File: src/rtl/ped_crossing_ctrl_pkg.sv
// Shared encodings, default timing constants and BCD helper for the pedestrian crossing controller.
package ped_pkg;

  typedef logic [1:0] ped_state_t;

  localparam ped_state_t ST_DW   = 2'b00;
  localparam ped_state_t ST_WALK = 2'b01;
  localparam ped_state_t ST_CLR  = 2'b10;

  localparam logic [4:0] GREEN_TIME_DEF = 5'd30;
  localparam logic [4:0] CLEAR_TIME_DEF = 5'd8;
  localparam logic [3:0] FLASH_DIV_DEF  = 4'd2;

  // Two-digit BCD of a 5-bit value (0..31)
  function automatic logic [7:0] to_bcd(input logic [4:0] v);
    logic [3:0] tens;
    logic [4:0] units;
    if (v >= 5'd30) begin
      tens  = 4'd3;
      units = v - 5'd30;
    end else if (v >= 5'd20) begin
      tens  = 4'd2;
      units = v - 5'd20;
    end else if (v >= 5'd10) begin
      tens  = 4'd1;
      units = v - 5'd10;
    end else begin
      tens  = 4'd0;
      units = v;
    end
    return {tens, units[3:0]};
  endfunction

endpackage

File: src/rtl/ped_crossing_ctrl_head_fsm.sv
// One crosswalk head: request latch, DW/WALK/CLR state machine, flash timing and countdown register.
// Countdown format follows PED_COUNT_BCD_EN (BCD when defined, binary otherwise).
module ped_head_fsm
  import ped_pkg::*;
#(
  parameter logic [4:0] GREEN_TIME = GREEN_TIME_DEF,
  parameter logic [4:0] CLEAR_TIME = CLEAR_TIME_DEF,
  parameter logic [3:0] FLASH_DIV  = FLASH_DIV_DEF
) (
  input  logic       clk_i,
  input  logic       rst_i,
  input  logic       green_i,
  input  logic       req_i,
  input  logic       fault_i,
  input  logic [4:0] timer_i,
  output logic       walk_o,
  output logic       dont_walk_o,
  output logic       pending_o,
  output logic [7:0] count_o,
  output logic       walk_state_o
);

  localparam logic [4:0] CLR_START = GREEN_TIME - CLEAR_TIME;

  ped_state_t state_q, state_d;
  logic       green_q;
  logic       pend_q, pend_d;
  logic [3:0] flash_cnt_q, flash_cnt_d;
  logic       flash_ph_q, flash_ph_d;
  logic       walk_d, dont_walk_d;
  logic [7:0] count_d;
  logic       green_start_s, grant_s;
  logic [4:0] cnt5_s;
  logic [7:0] cnt8_s;

  // Next state, request latch and flash timing
  always_comb begin
    green_start_s = green_i & ~green_q;
    grant_s       = green_start_s & (pend_q | req_i) & ~fault_i & (state_q == ST_DW);
    state_d       = state_q;
    if (fault_i || !green_i) begin
      state_d = ST_DW;
    end else begin
      case (state_q)
        ST_DW:   state_d = grant_s ? ST_WALK : ST_DW;
        ST_WALK: state_d = (timer_i >= CLR_START) ? ST_CLR : ST_WALK;
        ST_CLR:  state_d = ST_CLR;
        default: state_d = ST_DW;
      endcase
    end
    pend_d = grant_s ? 1'b0 : (pend_q | req_i);

    // Phase is loaded high on CLR entry, then toggles every FLASH_DIV cycles
    if ((state_d == ST_CLR) && (state_q != ST_CLR)) begin
      flash_cnt_d = 4'd0;
      flash_ph_d  = 1'b1;
    end else if (state_d == ST_CLR) begin
      if (flash_cnt_q == (FLASH_DIV - 4'd1)) begin
        flash_cnt_d = 4'd0;
        flash_ph_d  = ~flash_ph_q;
      end else begin
        flash_cnt_d = flash_cnt_q + 4'd1;
        flash_ph_d  = flash_ph_q;
      end
    end else begin
      flash_cnt_d = 4'd0;
      flash_ph_d  = 1'b0;
    end
  end

  // Head outputs from the current state and timer sample
  always_comb begin
    cnt5_s = (timer_i > GREEN_TIME) ? 5'd0 : (GREEN_TIME - timer_i);
`ifdef PED_COUNT_BCD_EN
    cnt8_s = to_bcd(cnt5_s);
`else
    cnt8_s = {3'b000, cnt5_s};
`endif
    walk_d      = 1'b0;
    dont_walk_d = 1'b1;
    count_d     = 8'd0;
    if (fault_i) begin
      walk_d      = 1'b0;
      dont_walk_d = 1'b1;
      count_d     = 8'd0;
    end else begin
      case (state_q)
        ST_WALK: begin
          walk_d      = 1'b1;
          dont_walk_d = 1'b0;
          count_d     = cnt8_s;
        end
        ST_CLR: begin
          walk_d      = 1'b0;
          dont_walk_d = flash_ph_q;
          count_d     = cnt8_s;
        end
        default: begin
          walk_d      = 1'b0;
          dont_walk_d = 1'b1;
          count_d     = 8'd0;
        end
      endcase
    end
  end

  // State and output registers
  always_ff @(posedge clk_i or posedge rst_i) begin
    if (rst_i) begin
      state_q     <= ST_DW;
      green_q     <= 1'b0;
      pend_q      <= 1'b0;
      flash_cnt_q <= 4'd0;
      flash_ph_q  <= 1'b0;
      walk_o      <= 1'b0;
      dont_walk_o <= 1'b1;
      count_o     <= 8'd0;
    end else begin
      state_q     <= state_d;
      green_q     <= green_i;
      pend_q      <= pend_d;
      flash_cnt_q <= flash_cnt_d;
      flash_ph_q  <= flash_ph_d;
      walk_o      <= walk_d;
      dont_walk_o <= dont_walk_d;
      count_o     <= count_d;
    end
  end

  assign pending_o    = pend_q;
  assign walk_state_o = (state_q == ST_WALK);

endmodule

File: src/rtl/ped_crossing_ctrl.sv
// Pedestrian crossing controller: two crosswalk heads fed by the upstream lamps plus a sticky fault detector.
// Define PED_COUNT_BCD_EN to present the countdowns as two BCD digits.
module ped_crossing_ctrl
  import ped_pkg::*;
#(
  parameter logic [4:0] GREEN_TIME = GREEN_TIME_DEF,
  parameter logic [4:0] CLEAR_TIME = CLEAR_TIME_DEF,
  parameter logic [3:0] FLASH_DIV  = FLASH_DIV_DEF
) (
  input  logic       CLK,
  input  logic       RESET,
  input  logic       NS_RED,
  input  logic       NS_YELLOW,
  input  logic       NS_GREEN,
  input  logic       EW_RED,
  input  logic       EW_YELLOW,
  input  logic       EW_GREEN,
  input  logic [4:0] timer,
  input  logic       NS_PED_REQ,
  input  logic       EW_PED_REQ,
  output logic       NS_WALK,
  output logic       NS_DONT_WALK,
  output logic       EW_WALK,
  output logic       EW_DONT_WALK,
  output logic       NS_REQ_PENDING,
  output logic       EW_REQ_PENDING,
  output logic [7:0] NS_COUNT,
  output logic [7:0] EW_COUNT,
  output logic       FAULT
);

  logic fault_d;
  logic ns_walk_st_s, ew_walk_st_s;
  logic ns_go_s, ew_go_s;

  // Conflicts: both green, both showing a go lamp with no red anywhere, or both heads walking
  always_comb begin
    ns_go_s = NS_GREEN | NS_YELLOW;
    ew_go_s = EW_GREEN | EW_YELLOW;
    fault_d = FAULT
            | (NS_GREEN & EW_GREEN)
            | (ns_go_s & ew_go_s & ~NS_RED & ~EW_RED)
            | (ns_walk_st_s & ew_walk_st_s);
  end

  // Sticky fault register
  always_ff @(posedge CLK or posedge RESET) begin
    if (RESET) begin
      FAULT <= 1'b0;
    end else begin
      FAULT <= fault_d;
    end
  end

  ped_head_fsm #(
    .GREEN_TIME(GREEN_TIME), .CLEAR_TIME(CLEAR_TIME), .FLASH_DIV(FLASH_DIV)
  ) u_ns (
    .clk_i       (CLK),
    .rst_i       (RESET),
    .green_i     (NS_GREEN),
    .req_i       (NS_PED_REQ),
    .fault_i     (fault_d),
    .timer_i     (timer),
    .walk_o      (NS_WALK),
    .dont_walk_o (NS_DONT_WALK),
    .pending_o   (NS_REQ_PENDING),
    .count_o     (NS_COUNT),
    .walk_state_o(ns_walk_st_s)
  );

  ped_head_fsm #(
    .GREEN_TIME(GREEN_TIME), .CLEAR_TIME(CLEAR_TIME), .FLASH_DIV(FLASH_DIV)
  ) u_ew (
    .clk_i       (CLK),
    .rst_i       (RESET),
    .green_i     (EW_GREEN),
    .req_i       (EW_PED_REQ),
    .fault_i     (fault_d),
    .timer_i     (timer),
    .walk_o      (EW_WALK),
    .dont_walk_o (EW_DONT_WALK),
    .pending_o   (EW_REQ_PENDING),
    .count_o     (EW_COUNT),
    .walk_state_o(ew_walk_st_s)
  );

endmodule

File: config.mk
export PLATFORM = sky130hd
export DESIGN_NAME = ped_crossing_ctrl
export DESIGN_NICKNAME = d
export VERILOG_FILES = /design/src/rtl/ped_crossing_ctrl_pkg.sv /design/src/rtl/ped_crossing_ctrl_head_fsm.sv /design/src/rtl/ped_crossing_ctrl.sv
export SDC_FILE = /design/constraint.sdc
export NUM_CORES = 1
export LEC_CHECK = 0
export ABC_AREA = 1
export CAP_MARGIN = 0
export CORE_ASPECT_RATIO = 0.9
export CORE_MARGIN = 5
export CORE_UTILIZATION = 44
export DETAILED_ROUTE_END_ITERATION = 10
export MAX_ROUTING_LAYER = met4
export PLACE_DENSITY_LB_ADDON = 0.3
export SLEW_MARGIN = 20
export SYNTH_ARGS = -nofsm -noshare
export SYNTH_HDL_FRONTEND = slang
export SYNTH_SLANG_ARGS = --single-unit
File: constraint.sdc
create_clock -name CLK -period 1.6 [get_ports CLK]
set_input_delay 0.32 -clock CLK [delete_from_list [all_inputs] [get_ports CLK]]
set_output_delay 0.32 -clock CLK [all_outputs]
set_load 0.02 [all_outputs]
==> flow_summary_export.csv, run 1 <==
group,metric,value,unit
detailed_routing,routed_wl,3490,um
run_status,status,"finished clean",
clock_tree,root_buffer,"clkbuf_8",
setup_path,worstSetupStartpointType,"flop",
clock_tree,cts_tree,"yes",
logic_synthesis,synthDistinctLibCells,21,
logic_synthesis,synth_seq_area_share,50.0,%
detailed_routing,drt_iter0_markers,52,
power,power_switching,0.370,mW
die,dieArea,5090,um2
timing,setup_viol,0,
die,fp.coreArea,3680,um2
power,power_switching_share,23.6,%
logic_synthesis,netlist_top_cells_count,"nand2_1, dfrtp_1, nor2_1",
detailed_routing,firstDrtPassIters,4,
timing,finalHoldViolCount,0,
die,initial_core_util,45.0,%
grt,grt_max_degree,34,
logic_synthesis,syn_avg_cell_area,8.95,um2
finish,drive_gt1_share,23.9,%
clock_tree,holdBufCountCts,0,
logic_synthesis,synth_top_area_share,46.9,%
timing,period_minus_slack,1.56,ns
power,power.leakage,1.16,nW
die,die_h,68.2,um
finish,num_antenna_cells,0,
grt,grt_pass1_vias,1257,
setup_path,crit_arrival,1.78,ns
timing,drv_slew,0,
place,io_buffers,31,
setup_path,cp_top_family,"simple AND/OR/NAND/NOR gates",
finish,nets,271,
power,ir_worst_vdd,0.534,mV
clock_tree,cts.sinks,33,
clock_tree,cts_buffers,5,
finish,fillers,323,
logic_synthesis,netlist_area,1660,um2
place,place_area,2120,um2
detailed_routing,vias,1314,
place,gp_congestion,0.854,
power,intPower,1.20,mW
logic_synthesis,async_reset_ff_share,100,%
logic_synthesis,synthCells,185,
timing,tns,0,ns
setup_path,cp_slowest_cell,"dfrtp_1",
power,p_clk_share,38.3,%
finish,areaGrowthSynthToFinish,40.1,%
finish,seqCellArea,830,um2
detailed_routing,route.detailed.drc,0,
detailed_routing,viasPerCell,4.55,
timing,fin_crit_sh,97.3,%
timing,finClkSkew,0.0105,ns
setup_path,cpPeakStageDelay,0.42,ns
logic_synthesis,synth_top_area_cell,"dfrtp_1",
finish,final_util,63.1,%
place,dp_slack,-0.270,ns
detailed_routing,drtAntennaViolNets,0,
hold_path,hold_class,"in -> reg",
power,p_per_area,675,nW/um2
setup_path,path_max_fanout,7,
logic_synthesis,yosysMostFrequentCell,"nand2_1",
flow_run,cap_violations,0,
logic_synthesis,synthFlopType,"dfrtp_1",
timing,setup_slack,0.0427,ns
finish,stdcell_area,2320,um2
finish,multiInputGateArea,762,um2
setup_path,crit_buf_inv,1,
grt,gr-total-overflow,0,
clock_tree,path_clk_slew,0.07,ns
power,seqPwrFrac,53.5,%
setup_path,crit_chain,"ha_2 -> nand2_2 -> inv_2 -> nor2_8 -> nand4_1 -> nor2_4 -> nand3_4 -> nor2_2",
logic_synthesis,ys_seq_elements,33,
logic_synthesis,synth_edf_count,0,
timing,fmaxAchievable,642,MHz
clock_tree,cts_buffer_depth,2,
grt,antenna_found_initial,0,
clock_tree,htree_levels,2,
detailed_routing,wl_per_cell,12.1,um
logic_synthesis,yosys-top-cells-area,"dfrtp_1, ha_1, nand2_1, nor2_1, inv_1",
setup_path,crit_type,"reg -> reg",
grt,grt_use_total,15.6,%
setup_path,end_kind,"flop",
power,power_frac_comb,8.2,%
clock_tree,clkLatencyLatePin,0.29,ns
die,fp.dieW,74.7,um
grt,grt_first_pass_wirelength,5670,um
place,place_hpwl,2640,um
timing,rsz0062_at_grt,"yes",
die,ios,38,
die,rows,21,
setup_path,crit_required,1.82,ns
logic_synthesis,synth_warnings,0,
-- metrics by stage --
step / hold WS (ns) / total power [mW] / std cells
after CTS: 0.377 / 1.58 / 285
final: 0.297 / 1.57 / 289
after detailed placement: 0.493 / 0.980 / 276
after floorplan: 0.351 / 0.918 / 190
after global placement: 0.481 / 0.977 / 276
after global routing: 0.298 / 1.64 / 289
-- power by group through the flow --
stage	logic [mW]	registers, mW	clock network, mW
3_3_place_gp	0.124	0.853	0
3_5_place_dp	0.127	0.853	0
4_1_cts	0.127	0.838	0.612
5_1_grt	0.143	0.837	0.656
2_1_floorplan	0.0653	0.853	0
6_report	0.129	0.838	0.599
-- placed cells by master (no fill, tap or decap), types with 2 or more instances in the layout --
cell type,Yosys,final
nand2_1,35,32
dfrtp_1,31,30
nor2_1,31,26
inv_1,28,24
clkdlybuf4s50_1,0,24
buf_4,6,19
ha_1,14,11
nand3_1,12,9
conb_1,1,6
inv_2,1,5
nand3_2,3,5
o21ai_0,5,5
nor2_2,2,5
clkbuf_8,0,5
nand2_2,1,4
dlymetal6s2s_1,0,4
dlygate4sd2_1,0,3
nor2_4,0,2
xnor2_1,2,2
nand4_1,2,2
o31ai_1,2,2
o211ai_1,2,2
xor2_1,2,2
and3_2,2,2
ha_2,0,2
clkinv_2,0,2
dfstp_2,2,2
-- what timing repair did --
action                                  CTS  global route
buffers inserted                          1             4
endpoints found under the setup margin    7            25
resized for setup                         3            27
pin swaps                                 1            12
-- cell families (layout without fill, tap and decap cells) --
| logic type | Yosys count | after routing | share of synthesized area (%) |
|---|---|---|---|
| AO/OA/AOI/OAI | 9 | 9 | 3.33 |
| XOR/XNOR | 4 | 4 | 2.12 |
| adder cells (fa/ha/maj) | 14 | 14 | 10.6 |
| buffers and inverters | 35 | 88 | 9.30 |
| flip-flops | 33 | 33 | 50.0 |
| other | 1 | 6 | 0.227 |
| AND/OR/NAND/NOR | 89 | 89 | 24.4 |
-- state kept, by name (all words and copies together), names as in the netlist --
| register | count |
|---|---|
| FAULT | 1 |
| u_ew.count_o | 5 |
| u_ew.dont_walk_o | 1 |
| u_ew.flash_cnt_q | 4 |
| u_ew.flash_ph_q | 1 |
| u_ew.green_q | 1 |
| u_ew.pending_o | 1 |
| u_ew.state_q | 2 |
| u_ew.walk_o | 1 |
| u_ns.count_o | 5 |
| u_ns.dont_walk_o | 1 |
| u_ns.flash_cnt_q | 4 |
| u_ns.flash_ph_q | 1 |
| u_ns.green_q | 1 |
| u_ns.pending_o | 1 |
| u_ns.state_q | 2 |
| u_ns.walk_o | 1 |
-- cell type report --
type | count | area share, %
clock inverters | 2 | 0.432
clock buffers | 6 | 3.13
flip-flops and latches | 33 | 35.8
inverters | 29 | 4.69
well taps | 46 | 2.48
repair buffers | 51 | 20.7
multi-input cells | 122 | 32.8
-- final timing paths --
check / from / endpoint / slack, ns / depth (start not counted)
setup / recovery: u_ns.state_q[0] / u_ew.flash_cnt_q[1] / 0.04 / 8
hold / removal: NS_GREEN / u_ns.green_q / 0.30 / 1
setup reg to reg: u_ns.state_q[0] / u_ew.flash_cnt_q[1] / 0.04 / 8
hold reg to reg: u_ew.flash_cnt_q[0] / u_ew.flash_cnt_q[0] / 0.50 / 1
max in group asynchronous: RESET / u_ew.dont_walk_o / 0.98 / 3
min in group asynchronous: RESET / u_ns.flash_cnt_q[3] / 0.37 / 3
-- per-layer routing --
layer / track usage [%] / share of wire [%]
met3: 3.67 / 5.4
met1: 18.7 / 44
met4: 7.78 / 2.3
met2: 24.8 / 48
met5: - / 0
Note: power is estimated with default switching activity, not from simulation.
==> inputs of run 2 (changes only) <==
--- a/config.mk
+++ b/config.mk
@@ -6,14 +6,13 @@
 export NUM_CORES = 1
 export LEC_CHECK = 0
 export ABC_AREA = 1
-export CAP_MARGIN = 0
 export CORE_ASPECT_RATIO = 0.9
 export CORE_MARGIN = 5
 export CORE_UTILIZATION = 44
 export DETAILED_ROUTE_END_ITERATION = 10
 export MAX_ROUTING_LAYER = met4
-export PLACE_DENSITY_LB_ADDON = 0.3
-export SLEW_MARGIN = 20
+export PLACE_DENSITY = 0.75
+export SLEW_MARGIN = 30
 export SYNTH_ARGS = -nofsm -noshare
 export SYNTH_HDL_FRONTEND = slang
 export SYNTH_SLANG_ARGS = --single-unit
==> flow_summary_export.csv, run 2 (synthesized netlist as in run 1, its figures left out) <==
group,metric,value,unit
grt,antenna_found_initial,0,
hold_path,hold_class,"in -> reg",
grt,grt_first_pass_wirelength,5150,um
grt,grt_use_total,14.3,%
die,initial_core_util,45.0,%
detailed_routing,viasPerCell,4.49,
setup_path,crit_required,1.28,ns
detailed_routing,firstDrtPassIters,4,
die,fp.dieW,74.7,um
setup_path,path_max_fanout,2,
place,gp_congestion,0.818,
timing,finalHoldViolCount,0,
finish,largestRegisters,"u_ew.count_o (5), u_ns.count_o (5)",
die,rows,21,
setup_path,crit_chain,"clkdlybuf4s50_1",
setup_path,reg2regPathDepth,8,
timing,finClkSkew,0.00689,ns
finish,nets,269,
clock_tree,cts_buffers,5,
timing,fmaxAchievable,645,MHz
clock_tree,htree_levels,2,
clock_tree,cts.sinks,33,
power,p_per_area,683,nW/um2
finish,final_common_cell,"dfrtp_1",
setup_path,crit_end,"FAULT",
die,ios,38,
die,die_h,68.2,um
finish,layout_common_cells,"dfrtp_1, nand2_1, nor2_1",
detailed_routing,route.detailed.drc,0,
finish,drive_gt1_share,20.3,%
clock_tree,path_clk_slew,0.06,ns
grt,gr-total-overflow,0,
finish,num_antenna_cells,0,
finish,areaGrowthSynthToFinish,37.2,%
power,power.leakage,1.14,nW
detailed_routing,vias,1289,
place,place_hpwl,2470,um
setup_path,r2r-end,"u_ew.flash_cnt_q[2]",
clock_tree,root_buffer,"clkbuf_8",
setup_path,end_kind,"output pin",
timing,drv_slew,0,
setup_path,crit_cells,1,
power,fin_total_pwr,1.55,mW
timing,period_minus_slack,1.55,ns
run_status,status,"finished clean",
setup_path,cp_top_family,"buffers and inverters",
setup_path,crit_buf_inv,1,
setup_path,crit_arrival,1.23,ns
finish,fillers,323,
place,io_buffers,31,
grt,grt_pass1_vias,1152,
timing,setup_viol,0,
setup_path,crit_type,"reg -> out",
setup_path,cpPeakStageDelay,0.60,ns
setup_path,r2r-start,"u_ns.state_q[0]",
setup_path,setup.worst_path.start,"FAULT",
timing,fin_crit_sh,96.9,%
finish,final_util,61.7,%
flow_run,cap_violations,0,
detailed_routing,drtAntennaViolNets,0,
die,dieArea,5090,um2
clock_tree,cts_buffer_depth,2,
die,fp.coreArea,3680,um2
clock_tree,holdBufCountCts,0,
clock_tree,clkLatencyLatePin,0.28,ns
grt,grt_max_degree,34,
power,ir_worst_vdd,0.489,mV
setup_path,worstSetupStartpointType,"flop",
detailed_routing,drt_iter0_markers,41,
setup_path,cp_slowest_cell,"clkdlybuf4s50_1",
detailed_routing,wl_per_cell,11.1,um
setup_path,rrSetupSlack,0.11,ns
detailed_routing,routed_wl,3180,um
clock_tree,cts_tree,"yes",
-- run 2: changes by cell type in the layout (fill, tap and decap cells not counted), sizes merged --
cell	change
clkdlybuf4s50	+1
buf	-2
dlymetal6s2s	-1
-- run 2: what timing repair did --
item | 4_1_cts | 5_1_grt
setup buffers | 0 | 1
resized for setup | 3 | 15
setup endpoints to repair | 3 | 22
pin swaps | 0 | 6
-- run 2: how the worst min path moves through the flow --
stage / cells past startpoint / endpoint / slack, ns / startpoint
final: 1 / u_ns.green_q / 0.30 / NS_GREEN
after global routing: 1 / u_ns.green_q / 0.29 / NS_GREEN
after CTS: 3 / u_ns.walk_o / 0.38 / RESET
after detailed placement: 1 / u_ew.flash_cnt_q[0] / 0.49 / u_ew.flash_cnt_q[0]
after global placement: 1 / u_ew.flash_cnt_q[0] / 0.48 / u_ew.flash_cnt_q[0]
after floorplan: 0 / u_ew.green_q / 0.35 / EW_GREEN
-- run 2: layer usage --
metal / part of all wire, % / global-route usage [%] / wire length (um)
met1: 48 / 18.8 / 1530
met5: 0 / - / 0
met3: 5.0 / 3.67 / 158
met4: 2.2 / 8.67 / 71
met2: 45 / 19.6 / 1420
-- run 2: per-stage QoR --
| stage | hold WS (ns) | std cells | setup slack (ns) | setup TNS, ns | cell area, um2 |
|---|---|---|---|---|---|
| after floorplan | 0.351 | 190 | 0.138 | 0 | 1670 |
| after global placement | 0.480 | 278 | -0.217 | -4.44 | 2140 |
| after detailed placement | 0.491 | 278 | -0.265 | -4.92 | 2140 |
| after CTS | 0.380 | 286 | 0.0108 | 0 | 2220 |
| after global routing | 0.292 | 287 | -0.0490 | -0.138 | 2270 |
| final | 0.296 | 287 | 0.0488 | 0 | 2270 |
-- run 2: area by class of cell --
type | count | area (um2) | area share, %
repair buffers | 49 | 462 | 20.3
well taps | 46 | 57.6 | 2.53
flip-flops and latches | 33 | 828 | 36.5
clock buffers | 6 | 72.6 | 3.20
multi-input cells | 122 | 732 | 32.2
inverters | 29 | 109 | 4.79
clock inverters | 2 | 10.0 | 0.441
-- run 2: where the power goes --
part	internal, mW	switching [mW]	total, mW
Sequential	0.837	0.000624	0.838
Clock	0.301	0.288	0.589
Combinational	0.0550	0.0694	0.124
Total	1.19	0.358	1.55
==> inputs of run 3 (changes only) <==
--- a/config.mk
+++ b/config.mk
@@ -7,7 +7,7 @@
 export LEC_CHECK = 0
 export ABC_AREA = 1
 export CORE_ASPECT_RATIO = 0.9
-export CORE_MARGIN = 5
+export CORE_MARGIN = 2
 export CORE_UTILIZATION = 44
 export DETAILED_ROUTE_END_ITERATION = 10
 export MAX_ROUTING_LAYER = met4
==> flow_summary_export.csv, run 3 (synthesized netlist as in run 1, its figures left out) <==
group,metric,value,unit
run_status,status,"finished clean",
finish,layout_common_cells,"nand2_1, dfrtp_1, nor2_1",
finish,drive_gt1_share,18.1,%
die,fp.coreArea,3650,um2
finish,largestRegisters,"u_ew.count_o (5), u_ns.count_o (5)",
place,placed_cells,276,
place,io_buffers,31,
hold_path,holdPathStages,1,
die,dieArea,4270,um2
timing,setup_viol,0,
setup_path,r2r-start,"u_ew.state_q[0]",
detailed_routing,routed_wl,3320,um
clock_tree,holdBufCountCts,0,
timing,fin_crit_sh,95.9,%
power,fin_total_pwr,1.57,mW
flow_run,cap_violations,0,
detailed_routing,wl_met3,145,um
finish,seqCellArea,828,um2
grt,grt_pass1_vias,1287,
finish,instances_no_fill,284,
detailed_routing,met1_length,1560,um
clock_tree,cts.sinks,33,
grt,grt_use_total,18.1,%
die,rows,21,
setup_path,cp_top_family,"buffers and inverters",
setup_path,reg2regPathDepth,8,
hold_path,holdPathEnd,"u_ew.green_q",
setup_path,crit_arrival,1.21,ns
finish,nets,266,
finish,final_common_cell,"nand2_1",
setup_path,crit_cells,1,
timing,finClkSkew,0.00979,ns
detailed_routing,vias,1324,
hold_path,worstHoldStart,"EW_GREEN",
die,initial_core_util,45.3,%
power,ir_worst_vdd,0.581,mV
detailed_routing,firstDrtPassIters,4,
clock_tree,postCtsSetupBuffers,0,
detailed_routing,wl_per_cell,11.7,um
timing,drv_slew,0,
setup_path,crit_required,1.28,ns
detailed_routing,highest_layer,"met4",
setup_path,rrSetupSlack,0.08,ns
die,fp.dieW,68.7,um
timing,period_minus_slack,1.53,ns
finish,multiInputGateArea,739,um2
clock_tree,path_clk_slew,0.07,ns
clock_tree,htree_levels,2,
clock_tree,root_buffer,"clkbuf_8",
setup_path,path_max_fanout,1,
clock_tree,cts_buffer_depth,2,
hold_path,hold_class,"in -> reg",
detailed_routing,drtAntennaViolNets,0,
timing,setup_slack,0.0659,ns
clock_tree,cts_tree,"yes",
finish,num_antenna_cells,0,
timing,fmaxAchievable,652,MHz
detailed_routing,viasPerCell,4.66,
setup_path,cpPeakStageDelay,0.60,ns
setup_path,crit_buf_inv,1,
setup_path,end_kind,"output pin",
die,ios,38,
detailed_routing,route.detailed.drc,0,
setup_path,r2r-end,"u_ns.count_o[4]",
detailed_routing,drt_iter0_markers,68,
timing,worst_hold_slack,0.302,ns
setup_path,worstSetupStartpointType,"flop",
setup_path,crit_chain,"clkdlybuf4s50_1",
finish,stdcell_area,2270,um2
place,place_hpwl,2500,um
finish,fillers,293,
place,dp_slack,-0.270,ns
place,gp_congestion,0.848,
grt,gr-total-overflow,0,
grt,grt_max_degree,34,
grt,antenna_found_initial,0,
timing,finalHoldViolCount,0,
setup_path,crit_type,"reg -> out",
place,place_area,2120,um2
power,power.leakage,1.14,nW
detailed_routing,wl_met2,1560,um
grt,grt_first_pass_wirelength,5530,um
power,p_per_area,694,nW/um2
finish,areaGrowthSynthToFinish,37.0,%
die,die_h,62.2,um
setup_path,cp_slowest_cell,"clkdlybuf4s50_1",
clock_tree,clkLatencyLatePin,0.29,ns
clock_tree,cts_buffers,5,
==> run 3: cell types whose count changed in the layout (fill, tap and decap cells not counted), sizes merged <==
cell           previous run  this run
clkbuf                    6         5
clkinvlp                  0         1
dlymetal6s2s              3         6
dlygate4sd2               3         2
buf                      18        15
clkdlybuf4s50            25        23
==> run 3: per-layer routing <==
| layer | up-vias | global-route usage [%] |
|---|---|---|
| li1 | 665 | - |
| met3 | 5 | 4.35 |
| met5 | - | - |
| met4 | 0 | 9.75 |
| met2 | 30 | 25.0 |
| met1 | 624 | 24.2 |
==> run 3: how the worst max path moves through the flow <==
stage                     slack [ns]             from                  end
after detailed placement       -0.27         NS_GREEN  u_ns.flash_cnt_q[0]
after floorplan                 0.14  u_ew.state_q[1]      u_ew.flash_ph_q
final                           0.07  u_ew.count_o[0]          EW_COUNT[0]
after CTS                     0.0006   u_ns.pending_o       NS_REQ_PENDING
after global placement         -0.22         timer[0]      u_ew.flash_ph_q
after global routing           -0.02  u_ew.state_q[0]      u_ns.count_o[3]
==> run 3: what timing repair did <==
item | 4_1_cts | 5_1_grt
endpoints found under the hold margin | 0 | 0
resized for setup | 2 | 18
setup endpoints to repair | 2 | 23
pin swaps | 0 | 9
==> run 3: area by class of cell <==
class	instances	share of cell area [%]
clock buffer	5	3.03
clock inverter	3	0.772
inverter	29	4.80
multi-input combinational	122	32.6
sequential	33	36.5
tap	46	2.54
timing repair buffer	46	19.7
==> run 3: worst register-to-register path, stage by stage (launching register included) <==
cell     delay (ns)
dfrtp_1        0.42
ha_1           0.22
nand2_1        0.08
inv_2          0.06
nor2_8         0.13
nand2_1        0.09
inv_1          0.12
nand2_1        0.17
nor2_1         0.16
==> run 3: per-stage QoR <==
| stage | utilization [%] | TNS, ns |
|---|---|---|
| 2_1_floorplan | - | 0 |
| 3_3_place_gp | 58.1 | -4.30 |
| 3_5_place_dp | 58.1 | -5.78 |
| 4_1_cts | 60.4 | 0 |
| 5_1_grt | 62.1 | -0.0406 |
| 6_report | 62.1 | 0 |
==> run 3: where the power goes <==
group	total, mW	switching [mW]	internal [mW]
clock	0.614	0.315	0.300
combinational	0.122	0.0692	0.0531
sequential	0.837	0.000604	0.837
total	1.57	0.384	1.19
